--- src/rtl/serial_nibble_rx.sv ---
// rtl/serial_nibble_rx.sv - framed serial-to-nibble deserializer with nibble FIFO (optional SERIAL_NIBBLE_RX_PARITY_EN)
module serial_nibble_rx #(
    parameter int FIFO_DEPTH = 4,
    parameter bit MSB_FIRST  = 1'b1
) (
    input  logic                          clk,
    input  logic                          rst_n,
    input  logic                          sin_valid,
    input  logic                          sin_start,
    input  logic                          sin_bit,
    output logic [3:0]                    nib_data,
    output logic                          nib_valid,
    input  logic                          nib_ready,
    output logic [$clog2(FIFO_DEPTH):0]   level,
    output logic                          ovf,
    output logic                          frame_err,
`ifdef SERIAL_NIBBLE_RX_PARITY_EN
    output logic                          par_err,
`endif
    input  logic                          clr_flags
);

    localparam int AW = $clog2(FIFO_DEPTH);
`ifdef SERIAL_NIBBLE_RX_PARITY_EN
    localparam int FRAME_LEN = 5;
`else
    localparam int FRAME_LEN = 4;
`endif

    typedef enum logic {IDLE, SHIFT} state_t;

    state_t       state;
    logic [2:0]   cnt;
    logic [3:0]   sr;
    logic [3:0]   sr_next;
    logic [3:0]   sr_first;
    logic         last_bit;
    logic         push_req;
    logic [3:0]   push_data;
    logic         par_bad;

    logic [3:0]   mem [FIFO_DEPTH];
    logic [AW-1:0] wptr;
    logic [AW-1:0] rptr;
    logic [AW:0]  count;
    logic         full;
    logic         pop;
    logic         push_ok;
    logic         ovf_set;

    // Next shift-register value and frame-completion decode for the current serial bit
    always_comb begin
        sr_next   = MSB_FIRST ? {sr[2:0], sin_bit} : {sin_bit, sr[3:1]};
        sr_first  = MSB_FIRST ? {3'b000, sin_bit} : {sin_bit, 3'b000};
        last_bit  = (state == SHIFT) && sin_valid && !sin_start
                    && (cnt == 3'(FRAME_LEN - 1));
        par_bad   = 1'b0;
`ifdef SERIAL_NIBBLE_RX_PARITY_EN
        // The final bit is the even-parity bit; the nibble is already complete in sr.
        push_data = sr;
        par_bad   = last_bit && ((^sr) ^ sin_bit);
        push_req  = last_bit && !par_bad;
`else
        // The final bit is a data bit, so the pushed nibble includes it.
        push_data = sr_next;
        push_req  = last_bit;
`endif
    end

    // Frame FSM: bit capture, restart on an unexpected start, error pulses
    always_ff @(posedge clk or negedge rst_n) begin
        if (!rst_n) begin
            state     <= IDLE;
            cnt       <= 3'd0;
            sr        <= 4'd0;
            frame_err <= 1'b0;
`ifdef SERIAL_NIBBLE_RX_PARITY_EN
            par_err   <= 1'b0;
`endif
        end else begin
            frame_err <= 1'b0;
`ifdef SERIAL_NIBBLE_RX_PARITY_EN
            par_err   <= par_bad;
`endif
            if (sin_valid) begin
                if (state == IDLE) begin
                    if (sin_start) begin
                        sr    <= sr_first;
                        cnt   <= 3'd1;
                        state <= SHIFT;
                    end
                end else begin
                    if (sin_start) begin
                        // Partial frame is abandoned; this bit opens a fresh frame.
                        frame_err <= 1'b1;
                        sr        <= sr_first;
                        cnt       <= 3'd1;
                    end else if (last_bit) begin
                        cnt   <= 3'd0;
                        state <= IDLE;
                    end else begin
                        sr  <= sr_next;
                        cnt <= cnt + 3'd1;
                    end
                end
            end
        end
    end

    // FIFO handshake decode; a full FIFO still accepts a push when the head leaves this cycle
    always_comb begin
        full    = (count == (AW+1)'(FIFO_DEPTH));
        pop     = nib_valid && nib_ready;
        push_ok = push_req && (!full || pop);
        ovf_set = push_req && full && !pop;
    end

    // FIFO storage; contents need no reset because the read side is gated by occupancy
    always_ff @(posedge clk) begin
        if (push_ok) begin
            mem[wptr] <= push_data;
        end
    end

    // FIFO pointers, occupancy and sticky overflow flag
    always_ff @(posedge clk or negedge rst_n) begin
        if (!rst_n) begin
            wptr  <= '0;
            rptr  <= '0;
            count <= '0;
            ovf   <= 1'b0;
        end else begin
            if (push_ok) begin
                wptr <= wptr + 1'b1;
            end
            if (pop) begin
                rptr <= rptr + 1'b1;
            end
            if (push_ok && !pop) begin
                count <= count + 1'b1;
            end else if (pop && !push_ok) begin
                count <= count - 1'b1;
            end
            if (ovf_set) begin
                ovf <= 1'b1;
            end else if (clr_flags) begin
                ovf <= 1'b0;
            end
        end
    end

    assign nib_valid = (count != '0);
    assign nib_data  = nib_valid ? mem[rptr] : 4'd0;
    assign level     = count;

endmodule

--- config.mk ---
export PLATFORM = sky130hd
export DESIGN_NAME = serial_nibble_rx
export DESIGN_NICKNAME = d
export VERILOG_FILES = /design/src/rtl/serial_nibble_rx.sv
export SDC_FILE = /design/constraint.sdc
export NUM_CORES = 1
export LEC_CHECK = 0
export ABC_AREA = 0
export CAP_MARGIN = 20
export CORE_MARGIN = 2
export CORE_UTILIZATION = 58
export CTS_BUF_LIST = sky130_fd_sc_hd__clkbuf_16
export CTS_CLUSTER_DIAMETER = 200
export DETAILED_ROUTE_END_ITERATION = 10
export GPL_TIMING_DRIVEN = 0
export PLACE_DENSITY = 0.94
export SLEW_MARGIN = 20
export SYNTH_ARGS = -nofsm -noshare
export SYNTH_HDL_FRONTEND = slang
export SYNTH_SLANG_ARGS = --single-unit
--- constraint.sdc ---
create_clock -name clk -period 6.1 [get_ports clk]
set_input_delay 1.83 -clock clk [delete_from_list [all_inputs] [get_ports clk]]
set_output_delay 1.83 -clock clk [all_outputs]
set_load 0.03 [all_outputs]
Yosys cells after proc, flatten, opt, wreduce, memory -nomap -nowiden. Memories as Yosys holds them, arrays and structs flattened. Index checks and enable logic that the tools add are counted.

Register bits after elaboration: 16. RAM bits: 16. Input bits: 7. Output and inout port bits: 10. Word-level logic and storage cells: 58. Memories: 1.

Add/sub/neg operators: 5. Equality and inequality tests: 3. Mux-type cells: 21. Reduce and logical (&&, ||, !) cells: 20.

Memories: mem (words 4, width 4, rd ports 1, clocked after Yosys merged registers in 0, wr ports 1, RTL line 42) `logic [3:0] mem [FIFO_DEPTH];`.

Operator list (count): $mux W3 (10); $mux W1 (10); $logic_and A1 B1 Y1 (9); $add A3 B1 Y3 const B (2); $reduce_bool A2 Y1 (3); $add A2 B1 Y2 const B (2); $logic_not A1 Y1 (4); $mux W4 (1); $eq A3 B2 Y1 const B (1); $eq A3 B3 Y1 const B (1); $reduce_and A3 Y1 (1); $reduce_bool A3 Y1 (1); $sub A3 B1 Y3 const B (1); $ne A2 B2 Y1 const B (1); $reduce_and A2 Y1 (1); $logic_or A1 B1 Y1 (1).

Logic depth before layout (Yosys ltp). Gate-level depths: netlist of the first run.

Depth after elaboration: 8. Gate-level depth with buffers: 11.

Least setup slack after synthesis of the first run. No wires, ideal clock.

Path type: input port to flip-flop. Start point: input port nib_ready. End point: register count[1], in the netlist level[1]. Setup time: 0.125 ns. Arrival time: 3.531 ns. Data required time: 5.975 ns. Path slack: 2.445 ns. Cell stages on the path: 7. Path buffers: 1. Cell sequence: or4b_1 > nor2b_4 > buf_6 > ha_1 > inv_1 > fa_1 > mux2_2.

Word-level cells in the longest chain between the ends: 6. Elaborated cells on any way between the ends: 9. Classes of those cells: mux: 1; reduce/logical: 8.

RTL lines: start, declared (RTL line 13) `input logic nib_ready,`; $logic_and A1 B1 Y1 * (RTL line 113) `pop = nib_valid && nib_ready;`; $logic_or A1 B1 Y1 * (RTL line 114) `push_ok = push_req && (!full || pop);`; $logic_and A1 B1 Y1 * (RTL line 114); via push_ok (RTL line 48) `logic push_ok;`; $logic_not A1 Y1 (RTL line 141) `end else if (pop && !push_ok) begin`; $logic_and A1 B1 Y1 (RTL line 141); $reduce_bool A2 Y1 (no source line); end signal, assigned (RTL line 140) `count <= count + 1'b1;`; end signal, assigned (RTL line 142) `count <= count - 1'b1;`; end, declared (RTL line 45) `logic [AW:0] count;`.

Mark *: on every way through the listed nets, which the timed path passes. The rest lies on a longest branch. A chain may end at the register's enable or synchronous reset.

Worst setup path after layout of the first run.
Start point: input port sin_valid. End point: register count[2], in the netlist level[2].

Word-level cells in the longest chain between the ends: 7. Elaborated cells on any way between the ends: 9. Classes of those cells: mux: 1; reduce/logical: 8.

RTL lines: start, declared (RTL line 8) `input logic sin_valid,`; $logic_and A1 B1 Y1 * (2 in series) (RTL line 55) `last_bit = (state == SHIFT) && sin_valid && !sin_start`; $logic_and A1 B1 Y1 * (RTL line 56) `&& (cnt == 3'(FRAME_LEN - 1));`; $logic_and A1 B1 Y1 * (RTL line 114); via push_ok (RTL line 48); $logic_not A1 Y1 (RTL line 141); $logic_and A1 B1 Y1 (RTL line 141); $reduce_bool A2 Y1 (no source line).

Marked as above.

==> results.txt, run 1 <==
CTS built an H-tree with a depth of 2. Prior to clock tree synthesis, the placed netlist has a worst setup slack of 1.71 ns. The endpoint identified for the worst register-to-register timing path is level[2]. The first detailed-routing pass took 4 iterations. Setup total negative slack on the finished layout was measured at 0 ns. The most used flip-flop cell after synthesis is sky130_fd_sc_hd__edfxtp_1.

The type of destination of the critical path is a flip-flop. The library cell used as clock root buffer is sky130_fd_sc_hd__clkbuf_16. In this run, synthesis produced a sequential element count of 32. For this run, the number of Yosys warnings is 0. The maximum clock frequency came out at approximately 240 MHz. The cell-internal power is approximately 550 µW. Setup repair after global routing left no endpoint under its margin. The combinational share of power came out at 0.350.

The number of slew-limit violations in the final report is 0. The portion of the clock cycle consumed by the worst path in the final layout came out at 0.683. The number of clock sinks is 32. The via-per-instance ratio came out at roughly 5.8. In this run the worst setup path terminates at level[2]. The wire length of the first global-routing pass is 4.13 mm. The top cell types in the final layout, fill and taps aside, are sky130_fd_sc_hd__dfrtp_1, sky130_fd_sc_hd__clkdlybuf4s50_1, sky130_fd_sc_hd__edfxtp_1. The post-synthesis average cell area is about 15 µm².

The core area came out at 0.00228 mm². The starting density of the core is 0.626. The share of total power dissipated in sequential elements is 0.376. The total I/O pin count came out at 17. For the worst-skew pair, the clock arrives at the later sink with an insertion delay of 0.27 ns. The total via count in the routed design came out at 865. The time the final worst path needs with I/O delays and setup is 4.17 ns. Summed over all nets, the switching power comes to 265 µW.

In this run the worst path has a maximum fanout of 7. The reg-to-reg setup timing slack is roughly 3.4 ns. The number of DRC markers after the initial detailed-route iteration came out at 17.

For this run, the register share of the synthesized area comes to 0.618. The cell area power density came out at 466 mW/mm². The worst setup path is of the in -> reg kind. The final antenna diode count came out at 0. The tool flagged a number of max-cap violations equal to 0. For this run, the total global-route usage over all layers was measured as 0.227. The setup fix buffers added after clock tree synthesis came out at 0. The worst clock skew on the final layout came out at around 0.0032 ns. The final-layout worst hold slack is 0.506 ns. STA puts the critical path data arrival time at ~4.4 ns. Of the total power, the clock network draws 0.274. After layout, the worst setup slack is 1.93 ns.

Gates resized during post-CTS repair numbered 0. The clock tree from TritonCTS is done. The number of clock buffers inserted by TritonCTS came out at 5. The cell depth of the worst flop-to-flop path is 11. The switching power as a share of total power came out at 0.324. The overall power came out at 819 µW. After legalization and detailed placement, the total HPWL measured around 1.9 mm. The overall die width came out at 53.6 µm. Of the cells placed in the final design, the portion with a size suffix greater than 1 is 0.190. The remaining antenna violation count is 0.

The number of instances in the synthesized netlist came out at 97. The floorplan row count is 17. The number of nets in the layout is roughly 130. For this run, asynchronously set or reset flops after synthesis account for 0.500.

The measured slew at the worst slew-check pin came out at between 0.7 and 0.8 ns. The clock transition time at the flip-flop clock pins of the worst setup and hold paths came out at 0.05 ns. Summed over all cells, the static leakage comes to 0.000715 µW. The final count of hold timing violations is 0.

The required time of the worst setup path came out at 6.29 ns. The final estimated routing congestion in global placement is 0.750. The number of enable flip-flop cells after synthesis is 16. Measured along the y axis, the die boundary spans 53.6 µm. The wire length per cell after detailed routing came out at 17.6 µm. The floorplan die area is roughly 0.0029 mm². Relative to the synthesized area, the layout overhead comes to 23.4%. The pin count of the biggest net entering global routing is 17. The flow ran to the end, and the final reports show no timing, DRC or antenna violations. The number of buffers inserted for hold repair after clock tree synthesis came out at 0. The launching element of the worst setup path is sin_valid. The worst relative slew slack is 0.520.

The routed wire length came out at about 2.6 mm. The number of distinct library cells after synthesis came out at 30. Counting along the longest clock path gives a buffer depth of 2. The sum of overflow across all layers after global routing is 0. The count of port buffers added during placement came out at 16. STA classifies the critical path startpoint as an input port. The initial antenna violation count is 0.

The number of global-route vias before repair came out at 857. The post-synth design cell area is 0.00143 mm². The post-route DRC violation count came out at 0. The kind of path behind the tightest hold check is reg -> reg. The number of nets in the synthesized netlist came out at 111. The total setup violations reported at the end of the flow is 0. The maximum ir drop on the vdd rail is 0.362 mV. The startpoint of the most critical register-to-register path is cnt[1].
-- power by group through the flow --
stage               Clock [µW]  Sequential (µW)  Combinational, µW
global route               237              313                312
detailed placement           0              310                287
global placement             0              306                274
finish                     225              308                287
CTS                        227              308                290
floorplan                    0              322                172
-- metal layers --
metal  vias up  track usage  routed length [µm]
met5         -            0                   0
met4         0        0.141                  63
met3         7       0.0583                  87
met2        24        0.407                1490
met1       439        0.236                 984
li1        395            -                   -
-- flip-flops by register name, indices dropped and copies added, names as in the netlist --
name       cells
rptr           2
wptr           2
frame_err      1
state          1
mem           16
cnt            3
sr             3
level          3
ovf            1
-- worst min-delay path by stage --
stage | startpoint | end | slack [ns] | cells past startpoint
after floorplan | cnt[2] | cnt[2] | 0.45 | 1
after global placement | cnt[2] | cnt[2] | 0.47 | 1
after detailed placement | cnt[0] | cnt[0] | 0.50 | 1
after CTS | cnt[0] | cnt[0] | 0.51 | 1
after global routing | cnt[0] | cnt[0] | 0.53 | 1
final | cnt[0] | cnt[0] | 0.51 | 1
-- critical path, stage by stage --
cell and delay, ns:
sky130_fd_sc_hd__clkdlybuf4s50_1 0.55, sky130_fd_sc_hd__inv_2 0.08, sky130_fd_sc_hd__or4_4 0.55, sky130_fd_sc_hd__nor2b_4 0.13, sky130_fd_sc_hd__buf_6 0.13, sky130_fd_sc_hd__ha_1 0.19
sky130_fd_sc_hd__inv_1 0.07, sky130_fd_sc_hd__fa_1 0.38, sky130_fd_sc_hd__xor2_1 0.15, sky130_fd_sc_hd__nor2_1 0.11, sky130_fd_sc_hd__xor2_1 0.17
-- through the flow --
| stage | std cells | area, µm² | utilization |
|---|---|---|---|
| floorplan | 97 | 1430 | - |
| finish | 149 | 1760 | 0.772 |
| detailed placement | 141 | 1620 | 0.712 |
| CTS | 149 | 1760 | 0.772 |
| global placement | 141 | 1620 | 0.712 |
| global route | 149 | 1760 | 0.772 |
-- synth_stat cells, types with 2 or more instances --
| cell | instances | area [µm²] |
|---|---|---|
| sky130_fd_sc_hd__xnor2_1 | 4 | 35.0 |
| sky130_fd_sc_hd__dfrtp_1 | 16 | 400 |
| sky130_fd_sc_hd__and2_2 | 4 | 30.0 |
| sky130_fd_sc_hd__clkbuf_1 | 2 | 7.51 |
| sky130_fd_sc_hd__edfxtp_1 | 16 | 480 |
| sky130_fd_sc_hd__xor2_1 | 2 | 17.5 |
| sky130_fd_sc_hd__or2b_1 | 2 | 15.0 |
| sky130_fd_sc_hd__ha_1 | 6 | 75.1 |
| sky130_fd_sc_hd__inv_1 | 5 | 18.8 |
| sky130_fd_sc_hd__and3_2 | 2 | 15.0 |
| sky130_fd_sc_hd__a21oi_1 | 3 | 15.0 |
| sky130_fd_sc_hd__and2_1 | 4 | 25.0 |
| sky130_fd_sc_hd__mux2_2 | 2 | 22.5 |
| sky130_fd_sc_hd__o21ai_0 | 6 | 30.0 |
| sky130_fd_sc_hd__mux4_2 | 4 | 90.1 |
| sky130_fd_sc_hd__nand2_1 | 5 | 18.8 |
-- area by class of cell --
type,instances,area (µm²)
Inverter,6,22.5
Buffer,3,18.8
Multi-Input combinational cell,56,503
Tap cell,28,35.0
Clock inverter,3,12.5
Clock buffer,5,125
Timing Repair Buffer,16,160
Sequential cell,32,881
Fill cell,135,518
-- cell families (layout without fill, tap and decap cells) --
| kind of cell | Yosys count | after routing | share of synthesized area |
|---|---|---|---|
| multiplexers | 7 | 7 | 0.0896 |
| buffers and inverters | 9 | 33 | 0.0290 |
| XOR/XNOR | 6 | 6 | 0.0369 |
| AND/OR/NAND/NOR | 24 | 24 | 0.112 |
| AO/OA/AOI/OAI | 12 | 12 | 0.0474 |
| adder cells (fa/ha/maj) | 7 | 7 | 0.0667 |
| flip-flops | 32 | 32 | 0.618 |
Note: power is estimated with default switching activity, not from simulation.
==> run 2, diff against run 1 <==
CORE_UTILIZATION = 54   (was 58)
PLACE_DENSITY = 0.9   (was 0.94)
clock period = 4.2 ns   (was 6.1 ns; I/O delays follow)
==> run 2 against run 1 <==
  * Sequential share of layout area is 0.77 points lower
  * Critical path depth unchanged
  * Utilization fell by 5.8 points
  * Via count shrank 3.5%
  * Cell count increased by 1.3%
  * Critical path type unchanged
  * Largest cell class unchanged
==> results.txt, run 2 (same netlist as run 1, synthesis figures left out) <==
The run finished with clean final reports. The number of nets in the layout is 134 (unchanged). The half-perimeter wire length after placement came out at 1.75 mm (-7.9%). The number of clock buffers inserted by TritonCTS came out at 5 (unchanged). The setup fix buffers added after clock tree synthesis is 0 (unchanged). The clock latency of the later-clocked register in the worst-skew pair is 0.27 ns (about the same). The remaining antenna violation count is 0 (unchanged). The worst clock skew on the final layout is 0.00535 ns (+0.00217 ns). The global-route met2 utilization came out at 0.287 (-0.120).

The time the final worst path needs with I/O delays and setup came out at 3.60 ns. The number of global-route vias before repair came out at 863 (+0.70%). The met1 demand-to-capacity share in global routing came out at 0.195 (-0.0409). The setup TNS is 0 ns (unchanged).

The overall fraction of global-route tracks in use came to 0.177 (-0.0504). The measured slew at the worst slew-check pin is 0.748 ns (+0.0303 ns). The worst register-to-register path begins at cnt[1].

The total setup violations reported at the end of the flow was 0 (unchanged). The total I/O pin count came to 17 (unchanged). The sum of overflow across all layers after global routing came out at 0 (unchanged). The routed wire length is 2.44 mm (-7.1%). The maximum buffer depth of the clock tree came out at 2 (unchanged).

The number of placed cells counting well taps came out at 143 (+1.4%). The register containing the most flip-flops in the final layout is mem. The total via count in the routed design is 835 (-3.5%). The number of clock sinks is 32 (unchanged). In the layout the commonest cells are sky130_fd_sc_hd__dfrtp_1, sky130_fd_sc_hd__clkdlybuf4s50_1, sky130_fd_sc_hd__edfxtp_1. The floorplan row count is 18 (+1). STA classifies the critical path startpoint as an input port. The library cell used as clock root buffer is sky130_fd_sc_hd__clkbuf_16.

The worst relative slew slack came out at 0.500 (-0.0203). The final antenna diode count is 0 (unchanged). The pin count of the biggest net entering global routing came to 17 (unchanged). The core area came out at 0.00250 mm² (+9.8%). The cell area power density came out at 702 mW/mm² (+51%). From synthesis to final layout, the design area changed by 25.3%.

The via-per-instance ratio came out at 5.53 (-4.7%). Setup repair after global routing left no endpoint under its margin. The fill cell instance count of the final layout was 159 (+18%). The reported max-cap violation count is 0 (unchanged). TritonCTS built the clock tree. The die outline height came out at 55.4 µm (+3.4%). The maximum ir drop on the vdd rail was 0.575 mV (+59%). The final estimated routing congestion in global placement is 0.788 (+5.0%). The wire length per cell after detailed routing came out at 16.2 µm (-8.3%). The number of flip-flops in the largest register came out at 16 (unchanged). The clock transition time at the flip-flop clock pins of the worst setup and hold paths is 0.05 ns (about the same). The wire length of the first global-routing pass came to 3.97 mm (-4.0%). The post-route DRC violation count is 0 (unchanged). The worst setup path is of the in -> reg kind. The startpoint of the worst hold path is cnt[2]. The launching element of the worst setup path is sin_valid. The worst endpoint data arrival time was 3.79 ns (-0.57 ns).

Derived from the worst setup path, the maximum achievable clock frequency is 278 MHz. The first-pass detailed-route iteration total is 4 (unchanged). The post-layout instance count excluding filler cells was 151 (+1.3%). The number of slew-limit violations in the final report came out at 0 (unchanged). met2 is the most crowded layer. The number of DRC markers after the initial detailed-route iteration is 8 (-9). The leakage power summed over all cells was 0.000717 µW (+0.38%). The final-layout worst hold slack is 0.482 ns (-0.0238 ns).

The required time of the worst setup path is 4.39 ns (-1.90 ns). The min-delay analysis places its worst path in the category reg -> reg. The floorplan die area was 0.00307 mm² (+6.8%). The maximum fanout count along the critical path is 7 (unchanged).

The depth of the CTS H-tree came to 2 (unchanged). The count of instances resized after the clock tree is built is 0 (unchanged). The number of buffers inserted for hold repair after clock tree synthesis came out at 0 (unchanged). The met3 routing resource usage after global routing is 0.0539 (-0.00447).

The type of destination of the critical path is a flip-flop. The count of port buffers added during placement came to 16 (unchanged). The portion of the clock cycle consumed by the worst path in the final layout is 0.856. The fraction of final layout cells with drive strength greater than 1 is 0.190 (unchanged). The overall die width came out at 55.4 µm (+3.4%).

The initial antenna violation count came out at 0 (unchanged). The final count of hold timing violations was 0 (unchanged). The starting density of the core came out at 0.570 (-0.0561).
-- run 2: path summary, 6_finish.rpt --
path / to / slack, ns / cells after the start
max: level[2] / 0.60 / 11
max in group asynchronous: wptr[0] / 2.30 / 1
min in group asynchronous: ovf / 1.43 / 1
min: cnt[2] / 0.48 / 1
max reg2reg: level[2] / 1.56 / 11
min reg2reg: cnt[2] / 0.48 / 1
-- run 2: critical path: stages --
cell and delay (ns):
sky130_fd_sc_hd__clkdlybuf4s50_1 0.57, sky130_fd_sc_hd__inv_2 0.09, sky130_fd_sc_hd__or4_4 0.54, sky130_fd_sc_hd__nor2b_4 0.13, sky130_fd_sc_hd__buf_6 0.13, sky130_fd_sc_hd__ha_1 0.19, sky130_fd_sc_hd__inv_1 0.06, sky130_fd_sc_hd__fa_1 0.37
sky130_fd_sc_hd__xor2_1 0.15, sky130_fd_sc_hd__nor2_1 0.13, sky130_fd_sc_hd__xor2_1 0.17
-- run 2: layer usage --
layer  part of all wire  vias to the layer above  wire [µm]
met5                  0                        -          0
met4              0.032                        0         77
met3              0.037                        9         90
met2               0.50                       19       1230
met1               0.43                      421       1050
li1                   -                      386          -
-- run 2: stage by stage --
step                setup WS, ns  instance area [µm²]   util  total power [µW]
floorplan                   1.11                 1430      -               716
global placement           0.441                 1620  0.649               844
detailed placement         0.319                 1620  0.649               867
CTS                        0.593                 1790  0.714              1270
global route               0.448                 1790  0.714              1320
finish                     0.603                 1790  0.714              1250
-- run 2: final cells by class --
| class | count | area [µm²] | share of cell area |
|---|---|---|---|
| Tap cell | 30 | 37.5 | 0.0210 |
| Multi-Input combinational cell | 56 | 503 | 0.282 |
| Timing Repair Buffer | 16 | 160 | 0.0897 |
| Buffer | 3 | 18.8 | 0.0105 |
| Sequential cell | 32 | 881 | 0.493 |
| Clock buffer | 5 | 125 | 0.0701 |
| Inverter | 6 | 22.5 | 0.0126 |
| Clock inverter | 3 | 37.5 | 0.0210 |
-- run 2: where the power goes --
group	switching (µW)	total [µW]	internal, µW
sequential	58.6	446	387
combinational	208	410	202
clock	122	396	275
